==> src/rtl/display_mode_ctrl.sv <==
// Display-mode controller: picks one of NUM_SRC BCD sources for the display,
// with idle auto-return to source 0 and a blinking edit cursor on source 0.
module display_mode_ctrl #(
    parameter int          DIGITS     = 8,
    parameter int          NUM_SRC    = 4,
    parameter int          IDLE_CYC   = 10000,
    parameter int          BLINK_CYC  = 250,
    parameter logic [3:0]  BLANK_CODE = 4'hF,
    parameter int          SW         = $clog2(NUM_SRC),
    parameter int          CW         = $clog2(DIGITS)
) (
    input  logic                          CLK1K,
    input  logic                          RST,
    input  logic [NUM_SRC*DIGITS*4-1:0]   SRC_DATA,
    input  logic                          MODE_KEY,
    input  logic                          EDIT_KEY,
    input  logic                          NEXT_KEY,
    output logic [DIGITS*4-1:0]           DISP_DATA,
    output logic [SW-1:0]                 SEL_SRC,
    output logic [CW-1:0]                 CURSOR,
    output logic                          EDIT_ACTIVE,
    output logic                          MODE_CHG
);

    localparam int IW = (IDLE_CYC > 0) ? $clog2(IDLE_CYC + 1) : 1;
    localparam int BW = (BLINK_CYC > 1) ? $clog2(BLINK_CYC) : 1;

    localparam logic [SW-1:0] SRC_LAST   = SW'(NUM_SRC - 1);
    localparam logic [CW-1:0] CUR_LAST   = CW'(DIGITS - 1);
    localparam logic [IW-1:0] IDLE_FIRE  = IW'((IDLE_CYC > 0) ? IDLE_CYC - 1 : 0);
    localparam logic [IW-1:0] IDLE_MAX   = IW'(IDLE_CYC);
    localparam logic [BW-1:0] BLINK_LAST = BW'(BLINK_CYC - 1);

    typedef enum logic {VIEW, EDIT} state_t;

    state_t               state;
    state_t               state_next;
    logic [IW-1:0]        idle_cnt;
    logic [BW-1:0]        blink_cnt;
    logic                 blink_on;
    logic                 any_key;
    logic                 timeout;
    logic [SW-1:0]        sel_next;
    logic [CW-1:0]        cursor_next;
    logic [DIGITS*4-1:0]  disp_next;

    // Only the highest-priority asserted key is considered; a timeout can
    // only act in a cycle with no key at all.
    always_comb begin
        any_key     = MODE_KEY | EDIT_KEY | NEXT_KEY;
        timeout     = (IDLE_CYC != 0) && !any_key && (idle_cnt == IDLE_FIRE);
        state_next  = state;
        sel_next    = SEL_SRC;
        cursor_next = CURSOR;
        if (EDIT_KEY) begin
            if (state == EDIT) begin
                state_next = VIEW;
            end else if (SEL_SRC == '0) begin
                state_next  = EDIT;
                cursor_next = '0;
            end
        end else if (MODE_KEY) begin
            if (state == VIEW)
                sel_next = (SEL_SRC == SRC_LAST) ? '0 : SEL_SRC + SW'(1);
        end else if (NEXT_KEY) begin
            if (state == EDIT)
                cursor_next = (CURSOR == CUR_LAST) ? '0 : CURSOR + CW'(1);
        end else if (timeout) begin
            if (state == EDIT)
                state_next = VIEW;
            else
                sel_next = '0;
        end
    end

    always_comb begin
        disp_next = '0;
        for (int unsigned d = 0; d < DIGITS; d++) begin
            if (state == EDIT && !blink_on && CURSOR == CW'(d))
                disp_next[d*4 +: 4] = BLANK_CODE;
            else
                disp_next[d*4 +: 4] = SRC_DATA[(SEL_SRC * DIGITS + d) * 4 +: 4];
        end
    end

    always_ff @(posedge CLK1K) begin
        if (RST) begin
            state       <= VIEW;
            SEL_SRC     <= '0;
            CURSOR      <= '0;
            EDIT_ACTIVE <= 1'b0;
            MODE_CHG    <= 1'b0;
            DISP_DATA   <= '0;
            blink_on    <= 1'b1;
            blink_cnt   <= '0;
            idle_cnt    <= '0;
        end else begin
            state       <= state_next;
            SEL_SRC     <= sel_next;
            CURSOR      <= cursor_next;
            EDIT_ACTIVE <= (state_next == EDIT);
            MODE_CHG    <= (sel_next != SEL_SRC);
            DISP_DATA   <= disp_next;

            if (any_key || timeout)
                idle_cnt <= '0;
            else if (idle_cnt != IDLE_MAX)
                idle_cnt <= idle_cnt + IW'(1);

            // Blink runs only while staying in EDIT; entry and exit restart it.
            if (state == EDIT && state_next == EDIT) begin
                if (blink_cnt == BLINK_LAST) begin
                    blink_cnt <= '0;
                    blink_on  <= !blink_on;
                end else begin
                    blink_cnt <= blink_cnt + BW'(1);
                end
            end else begin
                blink_cnt <= '0;
                blink_on  <= 1'b1;
            end
        end
    end

endmodule

==> config.mk <==
export PLATFORM = sky130hd
export DESIGN_NAME = display_mode_ctrl
export DESIGN_NICKNAME = d
export VERILOG_FILES = /design/src/rtl/display_mode_ctrl.sv
export SDC_FILE = /design/constraint.sdc
export NUM_CORES = 1
export LEC_CHECK = 0
export ABC_AREA = 0
export CORE_UTILIZATION = 43
export DETAILED_ROUTE_END_ITERATION = 12
export MAX_ROUTING_LAYER = met4
export PLACE_DENSITY_LB_ADDON = 0.3
export SYNTH_ARGS = -nofsm -noshare
export SYNTH_HDL_FRONTEND = slang
export SYNTH_SLANG_ARGS = --single-unit
==> constraint.sdc <==
create_clock -name CLK1K -period 3.75 [get_ports CLK1K]
set_input_delay 0.5625 -clock CLK1K [delete_from_list [all_inputs] [get_ports CLK1K]]
set_output_delay 0.5625 -clock CLK1K [all_outputs]
set_load 0.01 [all_outputs]
; ---- Word level (Yosys, flattened, before mapping)
; Index checks and enable logic that the tools add are counted.
[op_classes]
n_addsub = 11
eq_ne = 15
shift = 8
mux = 28
n_bitwise = 3
reduce_logical = 22
[op_table]
columns = operator, count
row1 = indexed part select 128 x 9 -> 4 bit, 7
row2 = indexed part select 128 x 8 -> 4 bit, 1
row3 = 2-to-1 mux 4 bit, 8
row4 = "adder 5 x 3 -> 6 bit, second input constant", 4
row5 = 2-to-1 mux 3 bit, 7
row6 = "adder 14 x 1 -> 14 bit, second input constant", 1
row7 = "== test 14 bit, second input constant", 1
row8 = 2-to-1 mux 2 bit, 7
row9 = "!= test 14 bit, second input constant", 1
row10 = "adder 5 x 2 -> 6 bit, second input constant", 2
row11 = "== test 3 bit, second input constant", 4
row12 = logical AND 1 bit, 11
row13 = "adder 8 x 1 -> 8 bit, second input constant", 1
row14 = "== test 8 bit, second input constant", 1
row15 = "adder 5 x 1 -> 6 bit, second input constant", 1
row16 = "== test 3 x 2 -> 1 bit, second input constant", 2
row17 = 2-to-1 mux 1 bit, 6
row18 = AND reduction 5 bit, 1
row19 = "!= test 2 x 1 -> 1 bit, second input constant", 2
row20 = nonzero test 2 bit, 2
row21 = OR reduction 2 bit, 2
row22 = "adder 3 x 1 -> 3 bit, second input constant", 1
row23 = "== test 3 x 1 -> 1 bit, second input constant", 1
row24 = zero test 3 bit, 1
row25 = other kinds (10), 12
[word_totals]
regBits = 62
inputBits = 133
output_inout_bits = 39
elab_cells = 95

; ---- Longest topological paths before layout
; Gate-level depths: netlist of the first run.
[logic_depth]
word_depth = 11
ltp_mapped = 8
ltp_nobuf = 6

; ---- Worst setup path after synthesis of the first run
; No wires, ideal clock.
[synth_timing]
kind = register to register
startpoint = register SEL_SRC[0]
endpoint = register MODE_CHG
setup_ns = 0.115
t_arrival_ns = 1.692
required_ns = 3.635
path_slack_ns = 1.943
stages_incl_launch_ff = 8
n_path_buf = 2
period_less_slack_ns = 1.807
path_cell_list = dfxtp_1 -> buf_2 -> buf_2 -> inv_1 -> ha_1 -> xnor2_1 -> a31oi_1 -> o21a_1
[synth_via]
elab_chain_len = 6
word_cells_on_any_way = 10
cone_classes = 1 x add/sub / 2 x eq/ne / 7 x mux
[synth_rtl]
columns = element, line
row1 = from (decl), 19  ; output logic [SW-1:0] SEL_SRC,
row2 = from (signal assigned), 99  ; SEL_SRC <= sel_next;
row3 = "adder 2 x 1 -> 2 bit, or another cell as far along", 64  ; sel_next = (SEL_SRC == SRC_LAST) ? '0 : SEL_SRC + SW'(1);
row4 = "2-to-1 mux 2 bit, on equally long branches", "64, 68"
row5 = "2-to-1 mux 2 bit, on equally long branches", "63, 65"
row6 = 2-to-1 mux 2 bit, 62  ; end else if (MODE_KEY) begin
row7 = 2-to-1 mux 2 bit, 55  ; if (EDIT_KEY) begin
row8 = != test 2 bit (*), 102  ; MODE_CHG <= (sel_next != SEL_SRC);
row9 = to (signal assigned), 102
row10 = to (decl), 22  ; output logic MODE_CHG
; Every way passes the cells marked *; elsewhere a longest branch is shown, timed or not.
; A chain may end at the register's enable or synchronous reset.

; ---- Final worst setup path of the first run
[layout_timing]
startpoint = register SEL_SRC[0]
endpoint = output SEL_SRC[0]
; No word-level cell between the ends.

==> run_results.csv, run 1 <==
group,metric,value,unit
run_status,outcome,"finished clean",
setup_path,cp_num_cells,1,
setup_path,crit_type,"reg2out",
final_layout,fillers,513,
final_layout,drive_gt1_share,11.3,%
sta,slew_viol_final,0,
setup_path,startpoint_type,"register",
die,ios,172,
die,dieArea,7840,um2
setup_path,critPathMaxFanout,25,
global_route,antenna_found_initial,0,
synth,synth_enable_flop_cells,0,
power,ir_worst_vdd,0.211,mV
clock_network,cts_sinks,62,
setup_path,crit_end,"SEL_SRC[0]",
global_route,grt_pass1_wl,13900,um
synth,syn_area_per_cell,10.0,um2
final_layout,nNetsFinal,636,
setup_path,cp_num_buf_inv,1,
power,power_density,343,nW/um2
run,maxCapViolCount,0,
setup_path,critical_path_arrival,1810,ps
sta,fin_crit_sh,63.2,%
global_route,grt_pass1_vias,3000,
clock_network,cts_buffers,9,
detailed_routing,drc_errors,0,
placement,hpwl,7140,um
detailed_routing,routedWlPerCell,15.0,um
synth,async_flop_share,0,%
clock_network,clock_latency,330,ps
sta,hold_viol,0,
worst_hold_path,hp-class,"reg2reg",
sta,fin_worst_skew,6.49,ps
die,start_util,44.4,%
sta,fmax,422,MHz
placement,gp_congestion,0.800,
clock_network,cts_tree,"built",
detailed_routing,routed.top_layer,"met4",
die,fp.dieW,88.5,um
sta,whs,472,ps
clock_network,holdBufCountCts,0,
final_layout,areaGrowthSynthToFinish,63.4,%
placement,placed_area,5010,um2
final_layout,seq_area,1240,um2
final_layout,diodes,0,
die,rows,31,
sta,setup_viol,0,
setup_path,crit_family,"flip-flops",
synth,ys_ff_latch,62,
synth,synthesis.area,3220,um2
global_route,grt_max_degree,26,
clock_network,clk_pin_slew_worst_paths,60,ps
detailed_routing,routed_wl,8910,um
detailed_routing,wl_met2,4820,um
setup_path,endpoint_kind,"output port",
sta,finalCriticalPeriod,2370,ps
setup_path,worst-r2r-cell-count,6,
final_layout,multi_input_area,1860,um2
clock_network,postCtsSetupBuffers,0,
sta,finalSetupTns,0,ps
synth,synth_nets,466,
final_layout,final_area,5260,um2
die,core-area,7250,um2
synth,yosys_warnings,0,
sta,rsz0062_at_grt,"no",
synth,synthFlopType,"dfxtp_1",
clock_network,max-clock-path-buffers,2,
setup_path,cp_data_required_time,3190,ps
power,power.leakage,0.00192,uW
sta,max_slew_margin,50.1,%
detailed_routing,drt-pass1-iter-count,4,
detailed_routing,met1_length,3380,um
detailed_routing,ant_nets,0,
synth,ys_types,38,
synth,synth_seq_area_share,38.5,%
placement,dp_cells,579,
setup_path,r2r_end,"MODE_CHG",
sta,worst_slew_pin_slew,748,ps
clock_network,cts.repair.resized,0,
placement,portBuffers,171,
detailed_routing,dr_wl_met3,506,um
setup_path,cp_cell_sequence,"clkdlybuf4s50_1",
clock_network,ctsHtreeMaxLevel,3,
clock_network,cts_root_buf,"clkbuf_8",
detailed_routing,vias,2995,
die,die_h,88.5,um
detailed_routing,viasPerCell,5.04,
setup_path,r2r_setup_slack,1610,ps
synth,synthCells,321,
setup_path,r2r_start,"SEL_SRC[1]",
setup_path,cpMaxStageDelayCell,"dfxtp_2",
global_route,grt_overflow,0,
power,p_total,1810,uW
global_route,grt.total_usage,24.7,%
detailed_routing,drt_iter0_markers,118,
setup_path,critPathLaunch,"SEL_SRC[0]",
final_layout,finalNonFillerCells,594,
setup_path,slowest_delay,810,ps
[cell usage in the layout, fill, tap and decap left out, types with 2 or more instances in the layout]
cell             netlist  layout
ha_1                  12      12
and3b_1                2       2
inv_1                 12      12
clkdlybuf4s50_1        0     171
bufinv_16              0       3
or3_1                  3       3
or4_4                  2       2
nor2_1                98      98
nand4_1                4       4
mux2i_1                5       5
dfxtp_1               62      61
mux4_2                32      32
nor4_1                 2       2
xor2_1                 4       4
buf_4                  1       3
nand3_1                6       6
nand2b_1               3       3
nand2_1               12      12
nor3_1                13      13
clkbuf_8               0      12
xnor2_1               15      15
a21oi_1                4       4
[where the power goes]
| group | switching, uW | leakage (uW) | internal [uW] |
|---|---|---|---|
| Combinational | 107 | 0.00128 | 248 |
| Sequential | 25.2 | 0.000510 | 691 |
| Clock | 243 | 0.000129 | 493 |
| Total | 376 | 0.00192 | 1430 |
[stage by stage]
stage	util (%)	worst slack (ps)
2_1_floorplan	-	1940
3_3_place_gp	69.0	1490
3_5_place_dp	69.0	1410
4_1_cts	72.6	1300
5_1_grt	72.6	1180
6_report	72.6	1380
[cell families after synthesis]
kind of cell,count (synthesis),synth area share (%)
flops,62,38.5
simple gates,154,21.7
compound gates,10,2.37
mux,37,23.9
xor+xnor,19,5.17
fa+ha+maj,12,4.66
buf+inv,27,3.65
[worst min path at each step]
stage                       startpoint           end  slack [ps]  cells after the start
after floorplan           blink_cnt[0]  blink_cnt[0]         430                      1
after global placement    blink_cnt[0]  blink_cnt[0]         440                      1
after detailed placement  blink_cnt[0]  blink_cnt[0]         460                      1
after CTS                 blink_cnt[0]  blink_cnt[0]         480                      1
after global routing      blink_cnt[0]  blink_cnt[0]         510                      1
final                     blink_cnt[0]  blink_cnt[0]         470                      1
[cells in the mapped netlist (all sizes together) (5+ instances only)]
cell type | number | area (um2)
nor2 | 98 | 368
dfxtp | 62 | 1240
mux4 | 32 | 721
xnor2 | 15 | 131
nand2 | 13 | 51.3
nor3 | 13 | 65.1
ha | 12 | 150
inv | 12 | 45.0
buf | 8 | 46.3
clkbuf | 7 | 26.3
nand3 | 6 | 30.0
mux2i | 5 | 50.1
[per-layer routing]
layer	GRT usage, %	vias to the layer above
met4	9.38	0
met2	42.3	112
met5	-	-
met1	28.0	1405
met3	5.88	24
li1	-	1454
[sequential cells by signal, indices dropped and copies added, names as in the netlist]
name       count
CURSOR         3
SEL_SRC        2
blink_on       1
MODE_CHG       1
idle_cnt      14
blink_cnt      8
state          1
DISP_DATA     32
[layout make-up]
class                   instances  share of cell area [%]
multi-input cells             232                    35.4
repair buffers                174                    33.0
flip-flops and latches         62                    23.6
clock buffers                  12                    3.14
well taps                      99                    2.35
clock inverters                 3                    1.71
inverters                      12                   0.856
Power figures use the tool's default switching activity.
==> run 2: changes to the inputs <==
--- a/config.mk
+++ b/config.mk
@@ -6,7 +6,7 @@
 export NUM_CORES = 1
 export LEC_CHECK = 0
 export ABC_AREA = 0
-export CORE_UTILIZATION = 43
+export CORE_UTILIZATION = 36
 export DETAILED_ROUTE_END_ITERATION = 12
 export MAX_ROUTING_LAYER = met4
 export PLACE_DENSITY_LB_ADDON = 0.3
==> constraint.sdc (replaced) <==
create_clock -name CLK1K -period 2.05 [get_ports CLK1K]
set_input_delay 0.3075 -clock CLK1K [delete_from_list [all_inputs] [get_ports CLK1K]]
set_output_delay 0.3075 -clock CLK1K [all_outputs]
set_load 0.01 [all_outputs]
==> run 2 against run 1 <==
Effect of this change:
- first-iteration DRC count increased by 14%
- design area increased by 0.52%
- wire length increased by 1.9%
- count of clock-buffer cells in the layout unchanged
- via count increased by 0.83%
- sequential share of layout area decreased by 0.099 points
- die area increased by 19%
- critical path depth unchanged
- core utilization decreased by 12 points
- hold slack got worse by 12 ps
- non-clock buffer count increased by 5
==> run_results.csv, run 2 (synthesis results as in run 1) <==
group,metric,value,unit
run_status,outcome,"finished clean",
global_route,grt_pass1_wl,14000,um
detailed_routing,routedWlPerCell,14.9,um
die,dieArea,9330,um2
sta,finalCriticalPeriod,1880,ps
sta,worst_slew_pin_slew,768,ps
final_layout,areaGrowthSynthToFinish,64.3,%
clock_network,postCtsSetupBuffers,0,
global_route,antenna_found_initial,0,
setup_path,startpoint_type,"register",
detailed_routing,drt_iter0_markers,135,
placement,hpwl,7280,um
sta,fmax,532,MHz
detailed_routing,drc_errors,0,
final_layout,fin_util,61.0,%
power,power.leakage,0.00193,uW
clock_network,clk_pin_slew_worst_paths,60,ps
final_layout,largest_register_ffs,32,
final_layout,reg.largest.list,"DISP_DATA: 32 flops, idle_cnt: 14 flops, blink_cnt: 8 flops",
detailed_routing,ant_nets,0,
worst_hold_path,hp-class,"reg2reg",
final_layout,final_area,5290,um2
setup_path,crit_family,"buffers and inverters",
die,start_util,37.1,%
clock_network,cts_buffers,9,
final_layout,diodes,0,
final_layout,max_flop_register,"DISP_DATA",
final_layout,layout_common_cells,"171 x clkdlybuf4s50_1, 98 x nor2_1, 60 x dfxtp_1",
sta,fin_worst_skew,6.77,ps
detailed_routing,routed_wl,9070,um
sta,whs,460,ps
clock_network,cts_tree,"built",
setup_path,crit_type,"reg2out",
detailed_routing,drt-pass1-iter-count,4,
global_route,grt.total_usage,20.9,%
setup_path,critical_path_arrival,1570,ps
setup_path,cpMaxStageDelayCell,"clkdlybuf4s50_1",
final_layout,nNetsFinal,641,
global_route,grt_overflow,0,
clock_network,cts_sinks,62,
die,ios,172,
final_layout,final_common_cell,"clkdlybuf4s50_1",
setup_path,critPathMaxFanout,13,
clock_network,cts_root_buf,"clkbuf_8",
run,maxCapViolCount,0,
sta,fin_crit_sh,91.6,%
placement,portBuffers,171,
sta,slew_viol_final,0,
sta,max_slew_margin,48.4,%
power,ir_worst_vdd,0.295,mV
clock_network,cts.repair.resized,0,
placement,placed_area,5080,um2
die,rows,34,
setup_path,cp_data_required_time,1740,ps
setup_path,endpoint_kind,"output port",
global_route,grt_max_degree,27,
placement,gp_congestion,0.735,
sta,hold_viol,0,
power,p_total,3090,uW
clock_network,max-clock-path-buffers,2,
clock_network,clock_latency,340,ps
die,core-area,8680,um2
final_layout,drive_gt1_share,12.4,%
die,die_h,96.6,um
setup_path,slowest_delay,630,ps
global_route,grt_pass1_vias,3076,
clock_network,holdBufCountCts,0,
sta,finalSetupTns,0,ps
clock_network,ctsHtreeMaxLevel,3,
sta,setup_viol,0,
detailed_routing,vias,3020,
detailed_routing,viasPerCell,4.97,
sta,rsz0062_at_grt,"no",
setup_path,cp_cell_sequence,"clkdlybuf4s50_1",
die,fp.dieW,96.6,um
setup_path,cp_num_buf_inv,1,
power,power_density,584,nW/um2
[run 2: changes by cell type in the layout (fill, tap and decap cells not counted)]
cell and delta:
buf_4 +3, buf_12 +2, bufinv_16 -2, clkinv_2 +1
clkinvlp_4 +1, dfxtp_1 -1, dfxtp_2 +1
[run 2: worst paths after layout]
check / from / slack (ps) / cells after the start / to
max reg2reg: idle_cnt[0] / 190 / 5 / blink_cnt[4]
min reg2reg: blink_cnt[0] / 460 / 1 / blink_cnt[0]
min: blink_cnt[0] / 460 / 1 / blink_cnt[0]
max: state / 170 / 1 / EDIT_ACTIVE
[run 2: metal layers]
metal / GRT usage, % / wire (um) / share of wire, %
met4: 7.97 / 170 / 1.9
met2: 34.5 / 4600 / 51
met3: 4.85 / 465 / 5.1
met5: - / 0 / 0
met1: 24.8 / 3830 / 42
[run 2: through the flow]
| stage | instances | setup slack [ps] |
|---|---|---|
| after detailed placement | 593 | 206 |
| after global routing | 608 | 61.5 |
| after CTS | 608 | 158 |
| final | 608 | 172 |
| after floorplan | 321 | 243 |
| after global placement | 593 | 242 |
[run 2: area by class of cell]
type | instances | area [um2]
tap | 108 | 135
timing repair buffer | 179 | 1800
inverter | 12 | 45.0
multi-input combinational | 232 | 1860
sequential | 62 | 1240
fill | 748 | 3390
clock inverter | 3 | 42.5
clock buffer | 12 | 165
[run 2: power breakdown]
part | leakage (uW) | switching (uW) | internal, uW
Combinational | 0.00131 | 207 | 469
Sequential | 0.000510 | 31.5 | 1260
Clock | 0.000104 | 469 | 652
Total | 0.00193 | 707 | 2380
